### src/rtl/traffic_phase_timer.sv
// Phase-duration timer and watchdog feeding the traffic-light controller's timer/timer_mia inputs.
// Optional pedestrian request latching is enabled by defining TRAFFIC_TIMER_PED_EN.
module traffic_phase_timer #(
    parameter int CNT_W            = 16,
    parameter int RED_CYCLES       = 20,
    parameter int GREEN_CYCLES     = 30,
    parameter int YELLOW_CYCLES    = 5,
    parameter int WATCHDOG_CYCLES  = 8,
    parameter int PED_GREEN_CYCLES = 6
) (
    input  logic       clk,
    input  logic       reset,
    input  logic [1:0] state,
    input  logic       ped_walk_button,
    output logic       timer,
    output logic       timer_mia,
    output logic       walk
);

    typedef enum logic [1:0] {
        LOAD     = 2'd0,
        COUNT    = 2'd1,
        ACK_WAIT = 2'd2,
        HOLD     = 2'd3
    } fsm_e;

    localparam logic [1:0] ST_RED    = 2'b00;
    localparam logic [1:0] ST_GREEN  = 2'b01;
    localparam logic [1:0] ST_YELLOW = 2'b10;
    localparam logic [1:0] ST_FAULT  = 2'b11;

    localparam logic [CNT_W-1:0] RED_M1    = CNT_W'(RED_CYCLES - 1);
    localparam logic [CNT_W-1:0] GREEN_M1  = CNT_W'(GREEN_CYCLES - 1);
    localparam logic [CNT_W-1:0] YELLOW_M1 = CNT_W'(YELLOW_CYCLES - 1);
    localparam logic [CNT_W-1:0] WD_M1     = CNT_W'(WATCHDOG_CYCLES - 1);
    localparam logic [CNT_W-1:0] PED_M1    = CNT_W'(PED_GREEN_CYCLES - 1);
    localparam logic [CNT_W-1:0] ONE       = CNT_W'(1);

    fsm_e             fsm_q, fsm_d;
    logic [CNT_W-1:0] cnt_q, cnt_d;
    logic [CNT_W-1:0] wd_q, wd_d;
    logic [1:0]       last_state_q, last_state_d;
    logic             timer_q, timer_d;
    logic             timer_mia_q, timer_mia_d;
    logic             mismatch;
    logic             ped_trunc;

    // Counter preload is D-1 so that D count cycles elapse before the pulse edge.
    function automatic logic [CNT_W-1:0] phase_len(input logic [1:0] s);
        case (s)
            ST_GREEN:  return GREEN_M1;
            ST_YELLOW: return YELLOW_M1;
            default:   return RED_M1;
        endcase
    endfunction

    assign mismatch = (state != last_state_q);

    always_comb begin
        fsm_d        = fsm_q;
        cnt_d        = cnt_q;
        wd_d         = wd_q;
        last_state_d = last_state_q;
        timer_d      = 1'b0;
        timer_mia_d  = timer_mia_q;
        case (fsm_q)
            LOAD: begin
                if (state == ST_FAULT) begin
                    fsm_d = HOLD;
                end else begin
                    cnt_d        = phase_len(state);
                    last_state_d = state;
                    fsm_d        = COUNT;
                end
            end
            COUNT: begin
                // An external override wins over an expiring count: no pulse.
                if (mismatch) begin
                    fsm_d = LOAD;
                end else if (cnt_q == '0) begin
                    timer_d = 1'b1;
                    wd_d    = '0;
                    fsm_d   = ACK_WAIT;
                end else if (ped_trunc) begin
                    cnt_d = PED_M1;
                end else begin
                    cnt_d = cnt_q - ONE;
                end
            end
            ACK_WAIT: begin
                if (mismatch) begin
                    fsm_d = LOAD;
                end else if (wd_q == WD_M1) begin
                    timer_mia_d = 1'b1;
                    fsm_d       = HOLD;
                end else begin
                    wd_d = wd_q + ONE;
                end
            end
            HOLD: begin
                // A latched fault parks here until reset.
                if (!timer_mia_q && (state != ST_FAULT)) begin
                    fsm_d = LOAD;
                end
            end
            default: fsm_d = LOAD;
        endcase
    end

    always_ff @(posedge clk) begin
        if (reset) begin
            fsm_q        <= LOAD;
            cnt_q        <= '0;
            wd_q         <= '0;
            last_state_q <= ST_RED;
            timer_q      <= 1'b0;
            timer_mia_q  <= 1'b0;
        end else begin
            fsm_q        <= fsm_d;
            cnt_q        <= cnt_d;
            wd_q         <= wd_d;
            last_state_q <= last_state_d;
            timer_q      <= timer_d;
            timer_mia_q  <= timer_mia_d;
        end
    end

    assign timer     = timer_q;
    assign timer_mia = timer_mia_q;

`ifdef TRAFFIC_TIMER_PED_EN
    logic walk_q, walk_d;
    logic ped_req_q, ped_req_d;

    assign ped_trunc = (last_state_q == ST_GREEN) && ped_req_q && (cnt_q > PED_M1);

    always_comb begin
        walk_d    = walk_q;
        ped_req_d = ped_req_q;
        if ((fsm_q == LOAD) && (state != ST_FAULT)) begin
            if (state == ST_RED) begin
                if (ped_req_q) begin
                    walk_d    = 1'b1;
                    ped_req_d = 1'b0;
                end
            end else begin
                walk_d = 1'b0;
            end
        end
        if (fsm_d == HOLD) begin
            walk_d = 1'b0;
        end
        // A press during a walk phase is kept for the next RED.
        if (ped_walk_button) begin
            ped_req_d = 1'b1;
        end
    end

    always_ff @(posedge clk) begin
        if (reset) begin
            walk_q    <= 1'b0;
            ped_req_q <= 1'b0;
        end else begin
            walk_q    <= walk_d;
            ped_req_q <= ped_req_d;
        end
    end

    assign walk = walk_q;
`else
    logic unused_ped_button;

    assign unused_ped_button = ped_walk_button;
    assign ped_trunc         = 1'b0;
    assign walk              = 1'b0;
`endif

endmodule
### config.mk
export PLATFORM = sky130hd
export DESIGN_NAME = traffic_phase_timer
export DESIGN_NICKNAME = d
export VERILOG_FILES = /design/src/rtl/traffic_phase_timer.sv
export SDC_FILE = /design/constraint.sdc
export NUM_CORES = 1
export LEC_CHECK = 0
export CORE_MARGIN = 5
export CORE_UTILIZATION = 40
export CTS_CLUSTER_SIZE = 12
export DETAILED_ROUTE_END_ITERATION = 12
export HOLD_SLACK_MARGIN = 0.02
export PLACE_DENSITY_LB_ADDON = 0.15
export SYNTH_ARGS = -nofsm -noshare
export SYNTH_HDL_FRONTEND = slang
export SYNTH_SLANG_ARGS = --single-unit
export TNS_END_PERCENT = 5
### constraint.sdc
create_clock -name clk -period 2.47 [get_ports clk]
set_input_delay 0.494 -clock clk [delete_from_list [all_inputs] [get_ports clk]]
set_output_delay 0.494 -clock clk [all_outputs]
set_load 0.01 [all_outputs]
; Word level (Yosys, flattened, before mapping)
; Cells that the tools add are included.
[totals]
regBits = 38
input_bits = 5
output_inout_bits = 3
word_cells = 59
[op_classes]
add_sub_neg = 2
eq_ne = 18
mux = 18
n_bitwise = 3
reduce_logical = 12
[ops]
columns = op, count
row1 = 16-bit 2-to-1 mux, 7
row2 = 16-bit one-hot mux with 2 select lines, 2
row3 = 16-bit by 1-bit adder with 16-bit output (second input constant), 1
row4 = 16-bit by 3-bit == test with 1-bit output (second input constant), 1
row5 = 16-bit zero test, 1
row6 = 2-bit != test (second input constant), 8
row7 = 16-bit by 1-bit subtractor with 16-bit output (second input constant), 1
row8 = 2-bit 2-to-1 mux, 6
row9 = 5-bit one-hot mux with 2 select lines, 1
row10 = 2-bit == test (second input constant), 4
row11 = 2-bit one-hot mux with 4 select lines, 1
row12 = 3-bit != test (second input constant), 2
row13 = 3-bit AND reduction, 2
row14 = 5-bit AND reduction, 1
row15 = 2-bit by 1-bit == test with 1-bit output (second input constant), 2
row16 = 4-bit AND reduction, 1
row17 = 2-bit nonzero test, 2
row18 = 1-bit NOT, 3
row19 = 3-bit OR reduction, 1
row20 = 2-bit zero test, 1
row21 = 2-bit != test, 1
row22 = 2-bit AND reduction, 1
row23 = 1-bit logical AND, 1
row24 = 1-bit zero test, 1
row25 = 1-bit 2-to-1 mux, 1

; Longest topological paths before layout
[depth]
word_depth = 4
depth_mapped = 8
depth_no_buf = 7

; Least setup slack after synthesis
; OpenSTA, ideal clock, no wires.
[synth_timing]
path_type = input-to-reg
start = input port state[0]
end = register cnt_q[0]
t_arrival_ps = 1694
required_time_ps = 2379
setup_slack_ps = 685
cell_stages = 7
path_buffers = 2
path_cell_list = ha_1 > nor3_1 > buf_2 > a21o_1 > buf_2 > a21oi_1 > a311oi_1
[synth_via]
elab_chain_cells = 4
[synth_lines]
columns = element, line_no
row1 = from (decl), 13  ; input logic [1:0] state,
row2 = 2-bit == test / 2-bit by 1-bit == test with 1-bit output (equally long branches), 50  ; case (s)
row3 = 5-bit one-hot mux with 2 select lines, 50
row4 = 16-bit 2-to-1 mux, 68  ; if (state == ST_FAULT) begin
row5 = 16-bit one-hot mux with 2 select lines, 66  ; case (fsm_q)
row6 = to (signal assigned), 120  ; cnt_q <= cnt_d;
row7 = to (decl), 40  ; logic [CNT_W-1:0] cnt_q, cnt_d;
; Several ways; a longest one is shown, not always the timed one. The select of a mux whose other input is x is not followed.
; A chain may end at the register's enable or synchronous reset.

; Final worst setup path
[layout_timing]
start = input port state[0]
end = register cnt_q[5]
[layout_via]
elab_chain_cells = 3
[layout_lines]
columns = element, line_no
row1 = 2-bit == test / 2-bit != test (equally long branches), "68, 57"
row2 = 2-bit != test (no source line), -
row3 = 4-bit AND reduction (no source line) *, -
; Every way passes the cells marked *; elsewhere a longest branch is shown, timed or not.

==> impl_metrics.toml <==
[status]
status = "complete, no violations"

[clock_tree]
htreeDepth = 2
clk_latency_ns = 0.29
clk_path_buf_depth = 2
cts.sinks = 38
ctsResizeCount = 0
clk_pin_slew_ns = 0.08
postCtsHoldBufs = 0
cts_tree = "done"
cts_buffers = 5
ctsRootBufferMaster = "clkbuf_8"
postCtsSetupBuffers = 0

[sta]
worst_slew_pin_slew_ns = 0.8183
rsz0062_at_grt = "false"
finClkSkew_ns = 0.007369
hold_viol_final = 0
slew_headroom = 0.4494
period_needed_ns = 2.123
slew_viol_final = 0
finalSetupTns_ns = 0
timing.final.crit_share = 0.8594
fmax_mhz = 471.1
setup_violations = 0

[final_layout]
fin_nets = 296
final_core_util = 0.4650
num_antenna_cells = 0
area_delta_synth_final_pct = 13.63
layout-drive-gt1-share = 0.1463

[floorplanning]
row_count = 27
io_pins = 8
dieWidth_um = 84.83
start_util = 0.4092
die-height_um = 84.83
core_mm2 = 0.005473
die_area_mm2 = 0.007195

[logic_synthesis]
yosysMostFrequentCell = "dfxtp_1"
post_synth.cell_area_avg_um2 = 8.326
yosys.area.top_type = "dfxtp_1"
yosys_most_used_dff = "dfxtp_1"
synthTopCellsByCount = "38 x dfxtp_1, 21 x nand2_1, 20 x a21oi_1"
syn_inst = 269
yosysWarnings = 0
synth_nets = 279
synth_cell_type_count = 56
synthArstFlopShare = 0
synth_area_leaders = "dfxtp_1 34%, a21oi_1 4.5%, a311oi_1 4.3%"
synth_top_area_share = 0.3397
ys_ff_latch = 38
yosysSeqAreaShare = 0.3397
synth_edf_count = 0
synth_area_mm2 = 0.002240

[critical_path]
cpMostUsedCell = "buf_4"
cpMaxStageDelayCell = "clkdlybuf4s50_1"
cp_slowest_stage_delay_ns = 0.49
cp_num_buf_inv = 3
path_cells = "clkdlybuf4s50_1, ha_1, nor3_1, buf_4, a21oi_2, buf_4, or4_1, a21oi_1"
reg2reg_slack_ns = 0.39
crit_required_ns = 2.70
crit_type = "primary input to flop"
worst_ep_arrival_time_ns = 2.35
worstSetupStartpointType = "primary input"
worst_setup_path_end_kind = "flop"
path_delay_family = "buffers and inverters"
critPathMaxFanout = 11

[global_routing]
grt_pass1_wl_um = 9066
antenna_found_initial = 0
grt-ovfl-total = 0
grt_max_degree = 19
grt_pass1_vias = 1875
grt_util_all_layers = 0.1505

[placed_design]
place.gp.congestion = 0.8544
port_buffers = 5
hpwl_um = 3696

[drt]
vias_per_cell = 5.602
wl_per_cell_um = 14.27
drc = 0
drt_first_pass_iters = 4
wirelength_um = 5122
antenna_left = 0
drt_iter0_markers = 137
vias = 2011

[job]
cap_violations = 0

[pwr]
p_leak_nw = 0.9165
ir_worst_vdd_uv = 400.4
powerDensity_mw_per_mm2 = 821.4

[worst_hold_path]
hp-class = "flop to flop"
## final timing paths
path	startpoint	endpoint	cells past startpoint
max	state[0]	cnt_q[5]	8
max reg2reg	wd_q[0]	wd_q[5]	7
min	wd_q[1]	wd_q[1]	2
min reg2reg	wd_q[1]	wd_q[1]	2
## sequential cells by signal, summed over array words and instances, names as in the netlist
signal,count
cnt_q,16
wd_q,16
fsm_q,2
last_state_q,2
timer,1
timer_mia,1
## final cells by class
class | instances | area (µm²)
clock inverter | 1 | 5.005
clock buffer | 7 | 86.33
tap | 72 | 90.09
fill | 567 | 2928
inverter | 7 | 26.28
timing repair buffer | 25 | 200.2
multi-input combinational | 209 | 1376
sequential | 38 | 760.7
## per-layer routing
layer | track usage | vias to the layer above | wire, µm
met1 | 0.2210 | 931 | 2747
met3 | 0.02913 | 9 | 124
met4 | 0.05036 | 0 | 77
li1 | - | 1048 | -
met2 | 0.2192 | 23 | 2173
met5 | 0 | - | 0
## cell families (layout without fill, tap and decap cells)
family | Yosys count | count (layout) | synth area share
other cells | 1 | 1 | 0.001674
flops | 38 | 38 | 0.3397
mux | 8 | 8 | 0.03576
xor+xnor | 4 | 4 | 0.01565
simple gates | 129 | 129 | 0.3486
compound gates | 62 | 62 | 0.1849
buf+inv | 22 | 40 | 0.04581
fa+ha+maj | 5 | 5 | 0.02793
## report_power, final
part	switching [W]	internal [W]	total, W
Sequential	0.000113	0.000684	0.000797
Clock	0.000225	0.000226	0.000451
Combinational	0.000477	0.000366	0.000843
## worst reg2reg max path, delay by kind of cell, from the launching register on
kind            cells  cell delay (ns)
fa+ha+maj           1             0.24
flops               1             0.36
buf+inv             1             0.19
simple gates        4             0.92
compound gates      1             0.28
## cell usage in the layout, fill, tap and decap left out, types with 6 or more instances in the layout
cell type and n:
clkbuf_8 6, a311oi_1 11, o21ai_0 7, buf_4 20, or3_1 11, nand4_1 6, dfxtp_1 38, nor2_1 19
inv_1 7, nand3_1 19, nand2b_1 7, mux2i_1 8, nand2_1 21, nor3_1 10, a21oi_1 20, nor4_1 9
## metrics by stage
step                std cells  power (W)  setup WS [ns]  area (µm²)  hold slack (ns)
global placement          351   0.001642        0.05921        2454           0.4760
CTS                       359   0.002112         0.3406        2545           0.4937
detailed placement        351   0.001655        0.04877        2454           0.4822
floorplan                 269   0.001422         0.6855        2240           0.4506
global route              359   0.002244         0.1250        2545           0.5069
finish                    359   0.002091         0.3473        2545           0.4904
Note: power is estimated with default switching activity, not from simulation.
